## src/rtl/key_access_ctrl_if.sv

```systemverilog
// Request/response bundle between a password source and the key access controller.
interface key_access_ctrl_if #(
  parameter int unsigned KEY_W = 32
) ();
  logic             req_valid;
  logic [KEY_W-1:0] req_pw;
  logic             req_ready;
  logic             access_granted;
  logic             denied;
  logic             locked;
  logic [2:0]       fail_count;

  modport master (
    output req_valid, req_pw,
    input  req_ready, access_granted, denied, locked, fail_count
  );

  modport slave (
    input  req_valid, req_pw,
    output req_ready, access_granted, denied, locked, fail_count
  );
endinterface

```

## src/rtl/key_access_ctrl.sv

```systemverilog
// Grant-side controller for the secret key block: checks a password word,
// strobes a grant or denial, and locks out after repeated failures.
module key_access_ctrl #(
  parameter int unsigned      KEY_W          = 32,
  parameter logic [KEY_W-1:0] PASSWORD       = 32'hA5A5_5A5A,
  parameter int unsigned      MAX_FAILS      = 3,
  parameter int unsigned      LOCKOUT_CYCLES = 1024
) (
  input logic              clk,
  input logic              rst_n,
  key_access_ctrl_if.slave bus
);

  localparam int unsigned      CNT_W     = $clog2(LOCKOUT_CYCLES) + 1;
  localparam logic [CNT_W-1:0] LOCK_LOAD = CNT_W'(LOCKOUT_CYCLES - 1);
  localparam logic [2:0]       MAX_C     = 3'(MAX_FAILS);

  typedef enum logic [2:0] {
    ST_IDLE   = 3'd0,
    ST_CHECK  = 3'd1,
    ST_GRANT  = 3'd2,
    ST_DENY   = 3'd3,
    ST_LOCKED = 3'd4
  } state_e;

  state_e           state_q, state_d;
  logic [KEY_W-1:0] pw_q, pw_d;
  logic [CNT_W-1:0] cnt_q, cnt_d;
  logic [2:0]       fail_q, fail_d;
  logic             ready_q, ready_d;
  logic             grant_q, grant_d;
  logic             deny_q, deny_d;
  logic             locked_q, locked_d;
  logic             pw_match_s;

  // Full-width XOR reduction: same single-cycle path whatever the data.
  assign pw_match_s = ~(|(pw_q ^ PASSWORD));

  always_comb begin
    state_d = state_q;
    pw_d    = pw_q;
    cnt_d   = cnt_q;
    fail_d  = fail_q;

    case (state_q)
      ST_IDLE: begin
        if (bus.req_valid && ready_q) begin
          pw_d    = bus.req_pw;
          state_d = ST_CHECK;
        end else begin
          state_d = ST_IDLE;
        end
      end
      ST_CHECK: begin
        pw_d = {KEY_W{1'b0}};
        if (pw_match_s) begin
          state_d = ST_GRANT;
        end else begin
          state_d = ST_DENY;
        end
      end
      ST_GRANT: begin
        fail_d  = 3'd0;
        state_d = ST_IDLE;
      end
      ST_DENY: begin
        if (fail_q < MAX_C) begin
          fail_d = fail_q + 3'd1;
        end else begin
          fail_d = fail_q;
        end
        if (fail_d == MAX_C) begin
          state_d = ST_LOCKED;
          cnt_d   = LOCK_LOAD;
        end else begin
          state_d = ST_IDLE;
        end
      end
      ST_LOCKED: begin
        if (cnt_q == {CNT_W{1'b0}}) begin
          state_d = ST_IDLE;
          fail_d  = 3'd0;
        end else begin
          cnt_d   = cnt_q - CNT_W'(1);
        end
      end
      default: begin
        state_d = ST_IDLE;
        pw_d    = {KEY_W{1'b0}};
        cnt_d   = {CNT_W{1'b0}};
        fail_d  = 3'd0;
      end
    endcase

    // Strobes follow the state just left, so they appear one cycle after GRANT/DENY.
    ready_d  = (state_d == ST_IDLE);
    grant_d  = (state_q == ST_GRANT);
    deny_d   = (state_q == ST_DENY);
    locked_d = (state_d == ST_LOCKED);
  end

  always_ff @(posedge clk) begin
    if (!rst_n) begin
      state_q  <= ST_IDLE;
      pw_q     <= {KEY_W{1'b0}};
      cnt_q    <= {CNT_W{1'b0}};
      fail_q   <= 3'd0;
      ready_q  <= 1'b1;
      grant_q  <= 1'b0;
      deny_q   <= 1'b0;
      locked_q <= 1'b0;
    end else begin
      state_q  <= state_d;
      pw_q     <= pw_d;
      cnt_q    <= cnt_d;
      fail_q   <= fail_d;
      ready_q  <= ready_d;
      grant_q  <= grant_d;
      deny_q   <= deny_d;
      locked_q <= locked_d;
    end
  end

  assign bus.req_ready      = ready_q;
  assign bus.access_granted = grant_q;
  assign bus.denied         = deny_q;
  assign bus.locked         = locked_q;
  assign bus.fail_count     = fail_q;

endmodule

```

## src/flat_wrapper.sv

```systemverilog
// flat-port wrapper written by rule: the top's interface ports become plain ports
module key_access_ctrl_flat 
#(
  parameter int unsigned      KEY_W          = 32,
  parameter logic [KEY_W-1:0] PASSWORD       = 32'hA5A5_5A5A,
  parameter int unsigned      MAX_FAILS      = 3,
  parameter int unsigned      LOCKOUT_CYCLES = 1024
)
  (clk, rst_n, bus_req_valid, bus_req_pw, bus_req_ready, bus_access_granted, bus_denied, bus_locked, bus_fail_count);
  key_access_ctrl_if #(.KEY_W(KEY_W)) bus_i ();
  input logic clk;
  input logic rst_n;
  input wire logic [$bits(bus_i.req_valid)-1:0] bus_req_valid;
  input wire logic [$bits(bus_i.req_pw)-1:0] bus_req_pw;
  output wire logic [$bits(bus_i.req_ready)-1:0] bus_req_ready;
  output wire logic [$bits(bus_i.access_granted)-1:0] bus_access_granted;
  output wire logic [$bits(bus_i.denied)-1:0] bus_denied;
  output wire logic [$bits(bus_i.locked)-1:0] bus_locked;
  output wire logic [$bits(bus_i.fail_count)-1:0] bus_fail_count;
  assign bus_i.req_valid = bus_req_valid;
  assign bus_i.req_pw = bus_req_pw;
  assign bus_req_ready = bus_i.req_ready;
  assign bus_access_granted = bus_i.access_granted;
  assign bus_denied = bus_i.denied;
  assign bus_locked = bus_i.locked;
  assign bus_fail_count = bus_i.fail_count;
  key_access_ctrl #(.KEY_W(KEY_W), .PASSWORD(PASSWORD), .MAX_FAILS(MAX_FAILS), .LOCKOUT_CYCLES(LOCKOUT_CYCLES)) u_core (.clk(clk), .rst_n(rst_n), .bus(bus_i));
endmodule
```

## config.mk

```make
export PLATFORM = sky130hd
export DESIGN_NAME = key_access_ctrl_flat
export DESIGN_NICKNAME = d
export VERILOG_FILES = /design/src/rtl/key_access_ctrl_if.sv /design/src/rtl/key_access_ctrl.sv /design/src/flat_wrapper.sv
export SDC_FILE = /design/constraint.sdc
export NUM_CORES = 1
export LEC_CHECK = 0
export BUFFER_PORTS_ARGS = -buffer_cell sky130_fd_sc_hd__buf_2
export CAP_MARGIN = 20
export CORE_MARGIN = 2
export CORE_UTILIZATION = 50
export DETAILED_ROUTE_END_ITERATION = 10
export GPL_TIMING_DRIVEN = 0
export PLACE_DENSITY = 0.84
export RECOVER_POWER = 25
export SLEW_MARGIN = 30
export SYNTH_ARGS = -nofsm -noshare
export SYNTH_HDL_FRONTEND = slang
export SYNTH_SLANG_ARGS = --single-unit
```

## constraint.sdc

```tcl
create_clock -name clk -period 1.95 [get_ports clk]
set_input_delay 0.0975 -clock clk [delete_from_list [all_inputs] [get_ports clk]]
set_output_delay 0.0975 -clock clk [all_outputs]
set_load 0.01 [all_outputs]
```

Yosys cells after proc, flatten, opt, wreduce, memory -nomap -nowiden
Index checks and enable logic that the tools add are counted.

ROM bits: 0. Register bits: 53. Input port bits: 35. Memories: 0. RAM bits: 0. Latch bits: 0. Word-level logic and storage cells: 50.

Multipliers: 0. Add/subtract/negate cells: 2. Reduce and logical (&&, ||, !) cells: 11. Shifts and indexed selects: 0. Div/mod/pow operators: 0. Mux-type cells: 14. Magnitude comparators: 1. Equality and inequality tests: 10. Bitwise operators: 4.

Operators by type and width (count): $pmux W32 S2 (1); $pmux W11 S3 (1); $mux W32 (1); $reduce_or A32 Y1 (1); $mux W11 (2); $not A16 Y16 (1); $mux W3 (5); $pmux W3 S4 (1); $logic_not A11 Y1 (1); $sub A11 B1 Y11 const B (1); $eq A3 B2 Y1 const B (3); $pmux W3 S3 (1); $eq A3 B3 Y1 const B (2); $logic_not A3 Y1 (2); $reduce_or A3 Y1 (2); $ne A2 B1 Y1 const B (2); $ne A2 B2 Y1 const B (2); $reduce_and A2 Y1 (2); $add A3 B1 Y3 const B (1); $eq A3 B1 Y1 const B (1); $lt A3 B2 Y1 const B (1); $not A1 Y1 (3); $reduce_and A3 Y1 (1); $mux W1 (2); other kinds (2) (2).

Depth between registers and ports, before layout
Depth after elaboration: 7. Depth in mapped cells: 6. Gate-level depth less buffers: 6.

Worst setup path after synthesis
OpenSTA, ideal clock, no wires.

Path type: reg-to-reg. Start point: reg u_core.cnt_q[0]. End point: reg u_core.cnt_q[4]. Required time: 1.821 ns. Data arrival time: 1.857 ns. Path slack: -0.036 ns. Clock period less this slack: 1.986 ns. Path buffers: 0. Stages on the path, launching flop included: 7. Cell sequence: dfxtp_1 inv_1 ha_1 or4b_4 or4_4 nand2_1 o32ai_1.

Longest elaborated chain between the ends: 3.

Ends and longest elaborated chain: start: declaration (line key_access_ctrl.sv:28) `logic [CNT_W-1:0] cnt_q, cnt_d;`; start signal: assignment (line key_access_ctrl.sv:106) `cnt_q <= {CNT_W{1'b0}};`; start signal: assignment (line key_access_ctrl.sv:115) `cnt_q <= cnt_d;`; $sub A11 B1 Y11 or $logic_not A11 Y1 (tied branches) (line key_access_ctrl.sv:84, key_access_ctrl.sv:80); $mux W11 or $ne A2 B2 Y1 (tied branches); $pmux W11 S3 or $reduce_and A3 Y1 (tied branches).

Several ways; a longest one is shown, not always the timed one. The select of a mux whose other input is x is not followed. A chain may end at the register's enable or synchronous reset.

Worst setup path in the final report
Start point: reg u_core.cnt_q[2]. End point: reg u_core.cnt_q[5].

The elaborated chain is that of the path after synthesis.

==> flow_summary.toml <==
[setup_path]
path_cells = "or4b_4, or4_4, a31o_1, o31ai_1"
cp_slowest_cell = "or4b_4"
timing.reg2reg.setup_slack_ps = 30
crit_fanout = 8
endpoint_kind = "register"
reg2reg_depth = 4
slowest_delay_ps = 600
cp-endpoint = "u_core.cnt_q[5]$_SDFFE_PN0P_"
timing.rr.end = "u_core.cnt_q[5]$_SDFFE_PN0P_"
crit_required_ps = 2190
crit_type = "reg -> reg"
cp-startpoint = "u_core.cnt_q[2]$_SDFFE_PN0P_"
worstSetupStartpointType = "register"
r2r-start = "u_core.cnt_q[2]$_SDFFE_PN0P_"
cp.arrival_ps = 2160

[routing]
drt_iter0_markers = 248
wl_um = 5970
vias = 2485
drtAntennaViolNets = 0
viasPerCell = 5.83
drc = 0
wl_per_cell_um = 14.0
dr.pass1.iters = 4

[floorplan]
die_w_um = 73.9
die_h_um = 73.9
fp-row-count = 25
fp.dieArea_um2 = 5460
io_pins = 42
core_area_um2 = 4720
start_util_pct = 51.7

[timing]
setup_viol = 0
rsz0062_at_grt = "true"
fin_hold_ws_ps = 30.4
period_share_pct = 98.5
slew_headroom_pct = 52.4
tightestPinTransition_ps = 709
finalMaxSlewViolations = 0
period_minus_slack_ps = 1920
max_freq_ghz = 0.521
fin_skew_ps = 8.53
final-hold-violation-count = 0
worst_slack_ps = 29.5

[yosys]
syn_inst = 302
synthTopCellsByArea = "dfxtp_1 (43%), a21oi_1 (8.6%), nand3_1 (7.0%)"
synth_edf_count = 0
synth_warnings = 0
syn-num-nets = 339
avgSynthCellArea_um2 = 8.08
ys_ff_latch = 53
async_reset_ff_share_pct = 0
yosysUniqueCellTypes = 47
synth_top_area_cell = "dfxtp_1"
yosysSeqAreaShare_pct = 43.5
synth_area_um2 = 2440
synth_top_area_share_pct = 43.5
ys.flop_type = "dfxtp_1"

[power_and_ir_drop]
internal_power_mw = 1.65
power.density_nw_per_um2 = 763
clockPowerShare_pct = 33.3
ir_drop_uv = 492
p_leak_nw = 1.08
swShare_pct = 26.3
p_switching_uw = 591
pwr-share-comb_pct = 13.9
seq_power_share_pct = 52.8

[placed_design]
portBuffers = 41
placed_area_um2 = 2740
gp_congestion = 0.945
placed_cells = 410
dpl.hpwl_um = 4240
place_ws_ps = -177

[grt]
grt_pass1_vias = 2274
grt_max_degree = 17
antenna_found_initial = 0
grt_first_pass_wirelength_um = 10300
track_usage_pct = 24.0
grt_overflow = 0

[layout]
syn_to_final_growth_pct = 20.4
fin_nets = 395
fin_area_um2 = 2940
antenna_cells = 0
stdcell_count = 426
num-fill-cells = 424
drive_above_1_share_pct = 20.1

[clock_tree]
clkLatencyLatePin_ps = 310
cts_buffers = 5
clock_tree.root_cell = "clkbuf_8"
clk_pin_slew_ps = 100
cts_tree = "done"
cts-htree-levels = 2
cts_sinks = 53
clockBufferDepth = 2

[job]
max_cap_viol_count = 0

[run_status]
status = "finished clean"

[min_path]
hold_class = "in -> reg"
[worst max-delay path: cells and delay by family, from the launching register on]
family | cells | cell delay, ps
AND/OR/NAND/NOR | 2 | 1160
flip-flops | 1 | 390
AO/OA/AOI/OAI | 2 | 280
[logic make-up (layout without fill, tap and decap cells)]
family | after synthesis | count (layout) | synth area share (%)
flip-flops | 53 | 53 | 43.5
adder cells (fa/ha/maj) | 2 | 2 | 1.02
AO/OA/AOI/OAI | 78 | 78 | 19.7
buffers and inverters | 24 | 81 | 3.69
AND/OR/NAND/NOR | 145 | 145 | 32.1
[cell type report]
| type | count | area, um^2 | share of cell area, % |
|---|---|---|---|
| multi-input combinational | 225 | 1320 | 45.0 |
| sequential | 53 | 1060 | 36.2 |
| timing repair buffer | 49 | 264 | 8.98 |
| tap | 67 | 83.8 | 2.85 |
| buffer | 19 | 73.8 | 2.51 |
| clock buffer | 6 | 72.6 | 2.47 |
| clock inverter | 2 | 38.8 | 1.32 |
| inverter | 5 | 18.8 | 0.639 |
[metal layers]
metal | track usage (%) | routed length, um | vias to the layer above
met1 | 30.5 | 2640 | 1176
met5 | 0 | 0 | -
met2 | 40.4 | 2940 | 67
met3 | 4.39 | 278 | 13
li1 | - | - | 1229
met4 | 8.69 | 107 | 0
[worst min path at each step]
stage | startpoint | to | cells after the start
5_1_grt | bus_req_pw[21] | u_core.pw_q[21]$_SDFFE_PN0P_ | 3
2_1_floorplan | bus_req_pw[0] | u_core.pw_q[0]$_SDFFE_PN0P_ | 2
3_3_place_gp | bus_req_pw[13] | u_core.pw_q[13]$_SDFFE_PN0P_ | 3
4_1_cts | bus_req_pw[24] | u_core.pw_q[24]$_SDFFE_PN0P_ | 3
3_5_place_dp | bus_req_pw[24] | u_core.pw_q[24]$_SDFFE_PN0P_ | 3
6_report | bus_req_pw[9] | u_core.pw_q[9]$_SDFFE_PN0P_ | 3
[power groups by stage]
stage / clock [mW] / sequential [mW] / combinational, mW
after floorplan: 0 / 1.20 / 0.209
after global placement: 0 / 1.21 / 0.294
after detailed placement: 0 / 1.21 / 0.303
after CTS: 0.756 / 1.18 / 0.309
after global routing: 0.796 / 1.19 / 0.354
final: 0.747 / 1.18 / 0.312
[per-stage QoR]
stage / TNS (ps) / power, mW / util (%)
after floorplan: 0 / 1.41 / -
after global placement: -632 / 1.50 / 57.9
after detailed placement: -965 / 1.51 / 57.9
after CTS: 0 / 2.25 / 61.6
after global routing: -71.4 / 2.34 / 62.2
final: 0 / 2.24 / 62.2
[cells in the mapped netlist, types with 3 or more instances]
master and n:
a211oi_1 3, a21oi_1 42, a31oi_1 4, and2_1 3, and3_1 4, and4b_1 3, clkbuf_1 18, dfxtp_1 53
inv_1 4, nand2_1 44, nand3_1 34, nand4_1 5, nor2_1 16, nor3_1 11, nor4bb_1 3, o21ai_0 9
o221a_2 3
[state kept, by name, summed over array words and instances, names as in the netlist]
register,cells
u_core.cnt_q,11
u_core.bus.fail_count,3
u_core.pw_q,32
u_core.bus.denied,1
u_core.bus.locked,1
u_core.state_q,3
u_core.bus.access_granted,1
u_core.bus.req_ready,1
[repair_timing]
item | CTS | global route
endpoints found under the setup margin | 11 | 39
hold buffers | 0 | 0
buffers inserted | 6 | 2
gates resized for setup | 6 | 9
pin swaps | 3 | 2
[placed cells by master, fill, tap and decap left out, types with 3 or more instances in the layout]
master and count:
buf_4 6, nor3_1 11, nand2_1 43, o221a_2 3, clkbuf_8 5, dfxtp_2 3, clkbuf_1 25, a21oi_1 42
buf_2 34, o21ai_0 9, dfxtp_1 50, nand4_1 5, and4b_1 3, nand3_1 34, a31oi_1 4, a211oi_1 3
nor4bb_1 3, and3_1 4, and2_1 3, nor2_1 15
No activity file was read; power rests on OpenSTA's default activity.
